`config.mk`:
```
export PLATFORM = sky130hd
export DESIGN_NAME = alu_logic_serial
export DESIGN_NICKNAME = d
export VERILOG_FILES = /design/src/rtl/alu_logic_serial_pkg.sv /design/src/rtl/alu_logic_serial_chunk.sv /design/src/rtl/alu_logic_serial.sv
export SDC_FILE = /design/constraint.sdc
export NUM_CORES = 1
export LEC_CHECK = 0
export CAP_MARGIN = 20
export CORE_AREA = 2 2 85 119
export CTS_CLUSTER_SIZE = 28
export DETAILED_ROUTE_END_ITERATION = 12
export DIE_AREA = 0 0 87 121
export PLACE_DENSITY = 0.8
export SLEW_MARGIN = 20
export SYNTH_ARGS = -nofsm -noshare
export SYNTH_HDL_FRONTEND = slang
export SYNTH_SLANG_ARGS = --single-unit
export TNS_END_PERCENT = 30
```
`constraint.sdc`:
```
create_clock -name clk -period 7.7 [get_ports clk]
set_input_delay 1.54 -clock clk [delete_from_list [all_inputs] [get_ports clk]]
set_output_delay 1.54 -clock clk [all_outputs]
set_load 0.01 [all_outputs]
```
`src/rtl/alu_logic_serial_pkg.sv`:
```
// Shared definitions for the serial bitwise logic unit.
//   - op codes for the six supported operations (110 and 111 are illegal)
//   - FSM state encoding used by the top level
package alu_logic_serial_pkg;

  localparam logic [2:0] OP_AND  = 3'b000;
  localparam logic [2:0] OP_NAND = 3'b001;
  localparam logic [2:0] OP_OR   = 3'b010;
  localparam logic [2:0] OP_NOR  = 3'b011;
  localparam logic [2:0] OP_XOR  = 3'b100;
  localparam logic [2:0] OP_XNOR = 3'b101;

  typedef enum logic [1:0] {
    ST_IDLE = 2'd0,
    ST_BUSY = 2'd1,
    ST_DONE = 2'd2
  } state_e;

endpackage

```
`src/rtl/alu_logic_serial_chunk.sv`:
```
// Combinational bitwise operation on one CHUNK-bit slice.
// Ports:
//   op      in   3      operation select
//   a, b    in   CHUNK  operand slices
//   y       out  CHUNK  result slice (0 for an illegal op)
//   illegal out  1      op is not one of the six supported codes
module alu_logic_serial_chunk
  import alu_logic_serial_pkg::*;
#(
  parameter int CHUNK = 8
) (
  input  logic [2:0]       op,
  input  logic [CHUNK-1:0] a,
  input  logic [CHUNK-1:0] b,
  output logic [CHUNK-1:0] y,
  output logic             illegal
);

  always_comb begin
    y       = '0;
    illegal = 1'b0;
    case (op)
      OP_AND:  y = a & b;
      OP_NAND: y = ~(a & b);
      OP_OR:   y = a | b;
      OP_NOR:  y = ~(a | b);
      OP_XOR:  y = a ^ b;
      OP_XNOR: y = ~(a ^ b);
      default: illegal = 1'b1;
    endcase
  end

endmodule

```
`src/rtl/alu_logic_serial.sv`:
```
// Multi-cycle bitwise logic unit: computes f(op, a, b) CHUNK bits per clock,
// least-significant chunk first, then presents result/zero/err until taken.
//
// Handshakes: a transfer happens on a rising edge where valid && ready are
// both high. The producer holds its payload stable while valid is high and
// ready is low; ready never depends on valid.
//
// Ports:
//   clk, reset            clock, synchronous active-high reset
//   in_valid/in_ready     operand handshake (op, a, b); in_ready only in IDLE
//   out_valid/out_ready   result handshake (result, zero, err); valid in DONE
//   result                WIDTH-bit bitwise result
//   zero                  result == 0
//   err                   op code was illegal (result forced to 0)
module alu_logic_serial
  import alu_logic_serial_pkg::*;
#(
  parameter int WIDTH = 32,
  parameter int CHUNK = 8
) (
  input  logic             clk,
  input  logic             reset,
  input  logic             in_valid,
  output logic             in_ready,
  input  logic [2:0]       op,
  input  logic [WIDTH-1:0] a,
  input  logic [WIDTH-1:0] b,
  output logic             out_valid,
  input  logic             out_ready,
  output logic [WIDTH-1:0] result,
  output logic             zero,
  output logic             err
);

  localparam int NCHUNK = WIDTH / CHUNK;
  localparam int CW     = (NCHUNK > 1) ? $clog2(NCHUNK) : 1;
  localparam logic [CW-1:0] LAST = CW'(NCHUNK - 1);

  state_e           state_q, state_d;
  logic [2:0]       op_q, op_d;
  logic [WIDTH-1:0] a_q, a_d;
  logic [WIDTH-1:0] b_q, b_d;
  logic [CW-1:0]    count_q, count_d;
  logic [WIDTH-1:0] result_q, result_d;
  logic             zero_q, zero_d;
  logic             err_q, err_d;

  logic [CHUNK-1:0] chunk_y;
  logic             chunk_illegal;

  alu_logic_serial_chunk #(.CHUNK(CHUNK)) u_chunk (
    .op      (op_q),
    .a       (a_q[count_q*CHUNK +: CHUNK]),
    .b       (b_q[count_q*CHUNK +: CHUNK]),
    .y       (chunk_y),
    .illegal (chunk_illegal)
  );

  assign in_ready  = (state_q == ST_IDLE) && !reset;
  assign out_valid = (state_q == ST_DONE);
  assign result    = result_q;
  assign zero      = zero_q;
  assign err       = err_q;

  always_comb begin
    state_d  = state_q;
    op_d     = op_q;
    a_d      = a_q;
    b_d      = b_q;
    count_d  = count_q;
    result_d = result_q;
    zero_d   = zero_q;
    err_d    = err_q;
    case (state_q)
      ST_IDLE: begin
        if (in_valid && in_ready) begin
          op_d     = op;
          a_d      = a;
          b_d      = b;
          count_d  = '0;
          result_d = '0;
          zero_d   = 1'b0;
          err_d    = 1'b0;
          state_d  = ST_BUSY;
        end
      end
      ST_BUSY: begin
        result_d[count_q*CHUNK +: CHUNK] = chunk_y;
        count_d = count_q + 1'b1;
        if (count_q == LAST) begin
          // Flags look at result_d so the chunk written on this edge counts.
          zero_d  = (result_d == '0);
          err_d   = chunk_illegal;
          state_d = ST_DONE;
        end
      end
      ST_DONE: begin
        if (out_ready) state_d = ST_IDLE;
      end
      default: state_d = ST_IDLE;
    endcase
  end

  always_ff @(posedge clk) begin
    if (reset) begin
      state_q  <= ST_IDLE;
      op_q     <= '0;
      a_q      <= '0;
      b_q      <= '0;
      count_q  <= '0;
      result_q <= '0;
      zero_q   <= 1'b0;
      err_q    <= 1'b0;
    end else begin
      state_q  <= state_d;
      op_q     <= op_d;
      a_q      <= a_d;
      b_q      <= b_d;
      count_q  <= count_d;
      result_q <= result_d;
      zero_q   <= zero_d;
      err_q    <= err_d;
    end
  end

endmodule

```
* Word-level counts from Yosys, hierarchy flattened
Cells that the tools add are included.
** Operators by class
- Bitwise operators :: 6
- Shifts and indexed selects :: 4
- Mux-type cells :: 16
- $lt $le $gt $ge :: 0
- Multipliers :: 0
- Add/sub/neg operators :: 2
- Reduce and logical (&&, ||, !) cells :: 12
- Divide/modulo/power cells :: 0
- Equal/unequal tests :: 11
** Operators with widths (count)
- one-hot mux 32 bit (2 select lines) :: 1
- variable part select 32 x 6 -> 8 bit :: 2
- one-hot mux 8 bit (6 select lines) :: 1
- negation 5 -> 34 bit :: 1
- variable shift 8 x 34 -> 32 bit (first input constant) :: 1
- variable part select 8 x 34 -> 32 bit :: 1
- bitwise mux 32 bit :: 1
- logical NOT 32 bit :: 1
- 2-to-1 mux 32 bit :: 1
- inverter 8 bit :: 3
- bitwise AND 8 bit :: 1
- 2-to-1 mux 2 bit :: 4
- bitwise OR 8 bit :: 1
- bitwise XOR 8 bit :: 1
- equality test 3 x 2 -> 1 bit (second input constant) :: 2
- equality test 3 bit (second input constant) :: 2
- one-hot mux 2 bit (3 select lines) :: 1
- AND reduction 3 bit :: 2
- OR reduction 6 bit :: 1
- equality test 2 bit (second input constant) :: 2
- 2-to-1 mux 1 bit :: 4
- != test 2 x 1 -> 1 bit (second input constant) :: 2
- one-hot mux 1 bit (2 select lines) :: 2
- one-hot mux 2 bit (2 select lines) :: 1
- 10 further kinds :: 12
** Storage, ports and cells
- Register bits after elaboration :: 105
- Word-level logic and storage cells :: 59
- Memories kept :: 0
- RAM bits :: 0
- Input port bits :: 71
- Latch bits :: 0
- ROM bits :: 0
- Output and inout bits :: 36

* Logic depth before layout (Yosys ltp)
- Word-level depth :: 9
- Gate-level depth with buffers :: 12
- Gate-level depth less buffers :: 10

* By module
A second synthesis with hierarchy kept.
** Second synthesis, totals
- Cell total of the unflattened synthesis :: 583
- Area, all modules :: 5146.2 sq um
** By module, submodules not included
- alu_logic_serial :: area an instance 4481.8 sq um, instances 1, sequential area each 2102.0 sq um, cells each 494
- alu_logic_serial_chunk :: area an instance 664.4 sq um, instances 1, sequential area each 0.0 sq um, cells each 89

* Worst setup path before layout
No wires, ideal clock.
- Kind :: input-to-output
- Start point :: in reset
- End point :: out in_ready
- Path buffers :: 1
- Path slack :: 4.139 ns
- Arrival :: 2.021 ns
- Data required time :: 6.160 ns
- Cell stages on the path :: 2
- Cell sequence :: buf_2 -> nor3_1
** Between the ends
- Word-level cells in the longest chain between the ends :: 2
** RTL lines
- start, declared :: RTL line alu_logic_serial.sv:22 : input logic reset,
- logical NOT 1 bit :: RTL line alu_logic_serial.sv:59 : assign in_ready = (state_q == ST_IDLE) && !reset;
- logical AND 1 bit :: RTL line alu_logic_serial.sv:59
- end, declared :: RTL line alu_logic_serial.sv:24 : output logic in_ready,
Every way passes these cells.

* Final worst setup path
Same ends and word-level chain as after synthesis.

==> metrics.txt <==
Final Setup Violations 0; via/cell ratio 5.67; Synth area leaders dfxtp_1 41%, nand2_1 10%, nand3b_1 9.9%; Pleak 2.63 nW; layout cell share with drive strength beyond 1 7.13%; Crit Path Class input pin to primary output; Comb power frac 18.6%; top routing layer used met4; Max Slew Vio Count 0; number of synthesized register bits 105; Worst Path Required 6.16 ns; Total Routed Length 12,100 um; sum of negative setup slack 0 ns; sequential share of power 45.9%; die width 87 um; Net Sw Power 0.363 mW; vias in the first global route 4,308; Peak VDD IR 0.117 mV; M1 WL 4890 um; max cap viols 0; Hold WC Path Type register to register; DRT Pass-1 Iters 5; skew final 0.00678 ns; Sw Share 27.7%; WL/cell 15.7 um; Syn Nets 662; total CTS buffers 9; Netlist Area Pre-Place 5080 um2; Slew @ Worst Pin 1.21 ns; worst setup margin 3.11 ns; RSZ-0062 raised after global routing false; global-route wire length before repair 20,000 um; Clk pwr share 35.5%; simple-gate share of the synthesized area 27.7%; Yosys top cell area share 41.4%; Yosys top cell by area dfxtp_1; setup bufs post-CTS 0; met3 WL post-DR 656 um; Antenna diodes 0; Final Hold Vio Count 0; Post-layout nets 747; CTS tree yes; Initial Util 54.0%; fillers 750; Cell Chain, Critical Path buf_2, buf_4, nor3_1, clkdlybuf4s50_1; Synth Area in Compound Gates 9.24%; P per Cell Area 203 nW/um2; WP buf/inv 3; WP data arrival 3.05 ns; H-Tree Depth 3; Period minus WS final 4.59 ns; Cell Int Power 0.945 mW; Worst setup EP type primary output; mux cell area share after synthesis 7.88%; Layout area overhead 26.8%; post-route ant nets 0; Cell Rows 42; slowest CP cell clkdlybuf4s50_1; final period utilization 59.5%; # DRC 0; Clock Sinks 105; Hold-fix buffers, CTS 0; crit-path max FO 107; initial antenna violation count 0; Post-CTS Resized 0; clock tree buffer depth 2; core area 9410 um2; Reg area 2100 um2; clk_lat worst skew 0.35 ns; Syn. warnings 0; grt ovf 0; status finished, final reports clean; pre-CTS setup slack 3.16 ns; Netlist cell types 37; main combinational cell family by area after synthesis simple AND/OR/NAND/NOR gates; Adder-Cell Fraction of Synth Area 5.42%; Synth Area in XOR/XNOR 3.45%; WL met2 5990 um; I/O Buffers 106; Critical Path Source Type input pin; Core Util, Final 68.5%; Post-Layout Cell Count 769; hpwl dp 8380 um; Crit path max-delay family buffers and inverters; Slew HR 18.8%; die area 10,500 um2; Mean Syn Cell Area 8.93 um2; Root Driver clkbuf_16; die height 121 um; CP max stage delay 0.61 ns; Hold WS 0.475 ns; largest net degree at the start of global routing 108; Clk pin slew, worst setup/hold paths 0.07 ns; dpl cells 753; final RePlAce weighted congestion 0.878; Total Routing Usage GR 23.9%; vias 4,361; post-synthesis sequential area ratio 41.4%; Achievable Freq 218 MHz; Mapped Cells 569; Multi-input gate area 2730 um2; Ports 107; initial drt markers 316
-- worst paths after layout --
| kind | slack, ns | cells after the start | startpoint | end |
|---|---|---|---|---|
| worst min register to register | 0.47 | 2 | b_q[29] | b_q[29] |
| worst min-delay path | 0.47 | 2 | b_q[29] | b_q[29] |
| worst max register to register | 4.17 | 9 | count_q[0] | zero |
| worst max-delay path | 3.11 | 4 | reset | in_ready |
-- worst register-to-register path, stage by stage, from the launching register on --
cell     delay [ns]
dfxtp_1        0.52
buf_4          0.38
mux4_2         0.60
ha_1           0.23
xnor2_1        0.12
o31ai_1        0.99
nor2_1         0.18
a31o_1         0.27
nand4_1        0.07
o21ai_1        0.06
-- state kept, by name, summed over array words and instances, names as in the netlist --
register,count
a_q,32
b_q,32
result,32
op_q,3
count_q,2
state_q,2
err,1
zero,1
-- synth_stat cells --
| cell | n |
|---|---|
| and2_1 | 1 |
| dfxtp_1 | 105 |
| nor4_2 | 2 |
| o31ai_1 | 3 |
| o21ai_1 | 1 |
| a31o_1 | 1 |
| buf_4 | 1 |
| buf_2 | 11 |
| a22oi_1 | 35 |
| clkbuf_1 | 22 |
| nand3b_1 | 67 |
| nor2b_1 | 6 |
| nor4_1 | 6 |
| o211ai_1 | 1 |
| a21oi_1 | 12 |
| nor3_1 | 3 |
| nand3_1 | 5 |
| nor2_1 | 44 |
| a22oi_2 | 1 |
| nand4_1 | 4 |
| inv_1 | 19 |
| o31ai_2 | 2 |
| mux2i_1 | 4 |
| nand2_1 | 138 |
| o22ai_1 | 3 |
| buf_6 | 3 |
| nand4b_1 | 2 |
| or4_1 | 1 |
| ha_1 | 22 |
| o221ai_1 | 1 |
| o2bb2ai_1 | 1 |
| xor2_1 | 12 |
| o41ai_2 | 1 |
| nand2b_1 | 4 |
| xnor2_1 | 8 |
| o22ai_2 | 1 |
| mux4_2 | 16 |
-- power by group through the flow --
| stage | logic [mW] | registers (mW) | clock network, mW |
|---|---|---|---|
| after floorplan | 0.169 | 0.600 | 0 |
| after global placement | 0.233 | 0.610 | 0 |
| after detailed placement | 0.241 | 0.612 | 0 |
| after CTS | 0.243 | 0.600 | 0.471 |
| after global routing | 0.267 | 0.604 | 0.494 |
| final | 0.244 | 0.600 | 0.465 |
-- cells in the final DEF, fill, tap and decap left out, types with 2 or more instances in the layout --
cell type,synthesis,layout
o22ai_1,3,3
nand4_1,4,4
o31ai_2,2,2
nor2b_1,6,6
nand3_1,5,5
clkdlybuf4s50_1,0,105
nor4_1,6,6
ha_1,22,22
xor2_1,12,12
a22oi_1,35,35
o31ai_1,3,3
xnor2_1,8,8
nand2_1,138,137
nor3_1,3,3
nand3b_1,67,67
mux4_2,16,16
clkbuf_16,0,9
a21oi_1,12,12
nand4b_1,2,2
clkinvlp_4,0,2
nor2_1,44,44
nand2b_1,4,4
buf_4,1,5
inv_1,19,19
mux2i_1,4,4
dfxtp_1,105,105
nor4_2,2,2
-- layout make-up --
cell class / count / area share (%)
clock inverter: 7 / 1.22
timing repair buffer: 111 / 17.0
inverter: 19 / 1.11
tap: 110 / 2.14
multi-input combinational: 408 / 42.4
sequential: 105 / 32.6
clock buffer: 9 / 3.50
-- metal layers --
metal,track usage (%),vias to the layer above
li1,-,2118
met1,29.0,2017
met2,39.6,182
met3,3.61,44
met4,13.8,0
met5,0,-
-- stage by stage --
step / power [mW] / area, um2
floorplan: 0.769 / 5080
global placement: 0.843 / 6140
detailed placement: 0.853 / 6140
CTS: 1.31 / 6440
global route: 1.36 / 6440
finish: 1.31 / 6440
-- cells by family (layout without fill, tap and decap cells) --
| logic type | count (synthesis) | after routing |
|---|---|---|
| simple gates | 283 | 283 |
| flops | 105 | 105 |
| compound gates | 63 | 63 |
| buf+inv | 56 | 146 |
| fa+ha+maj | 22 | 22 |
| xor+xnor | 20 | 20 |
| mux | 20 | 20 |
(Power assumes the default switching activity.)
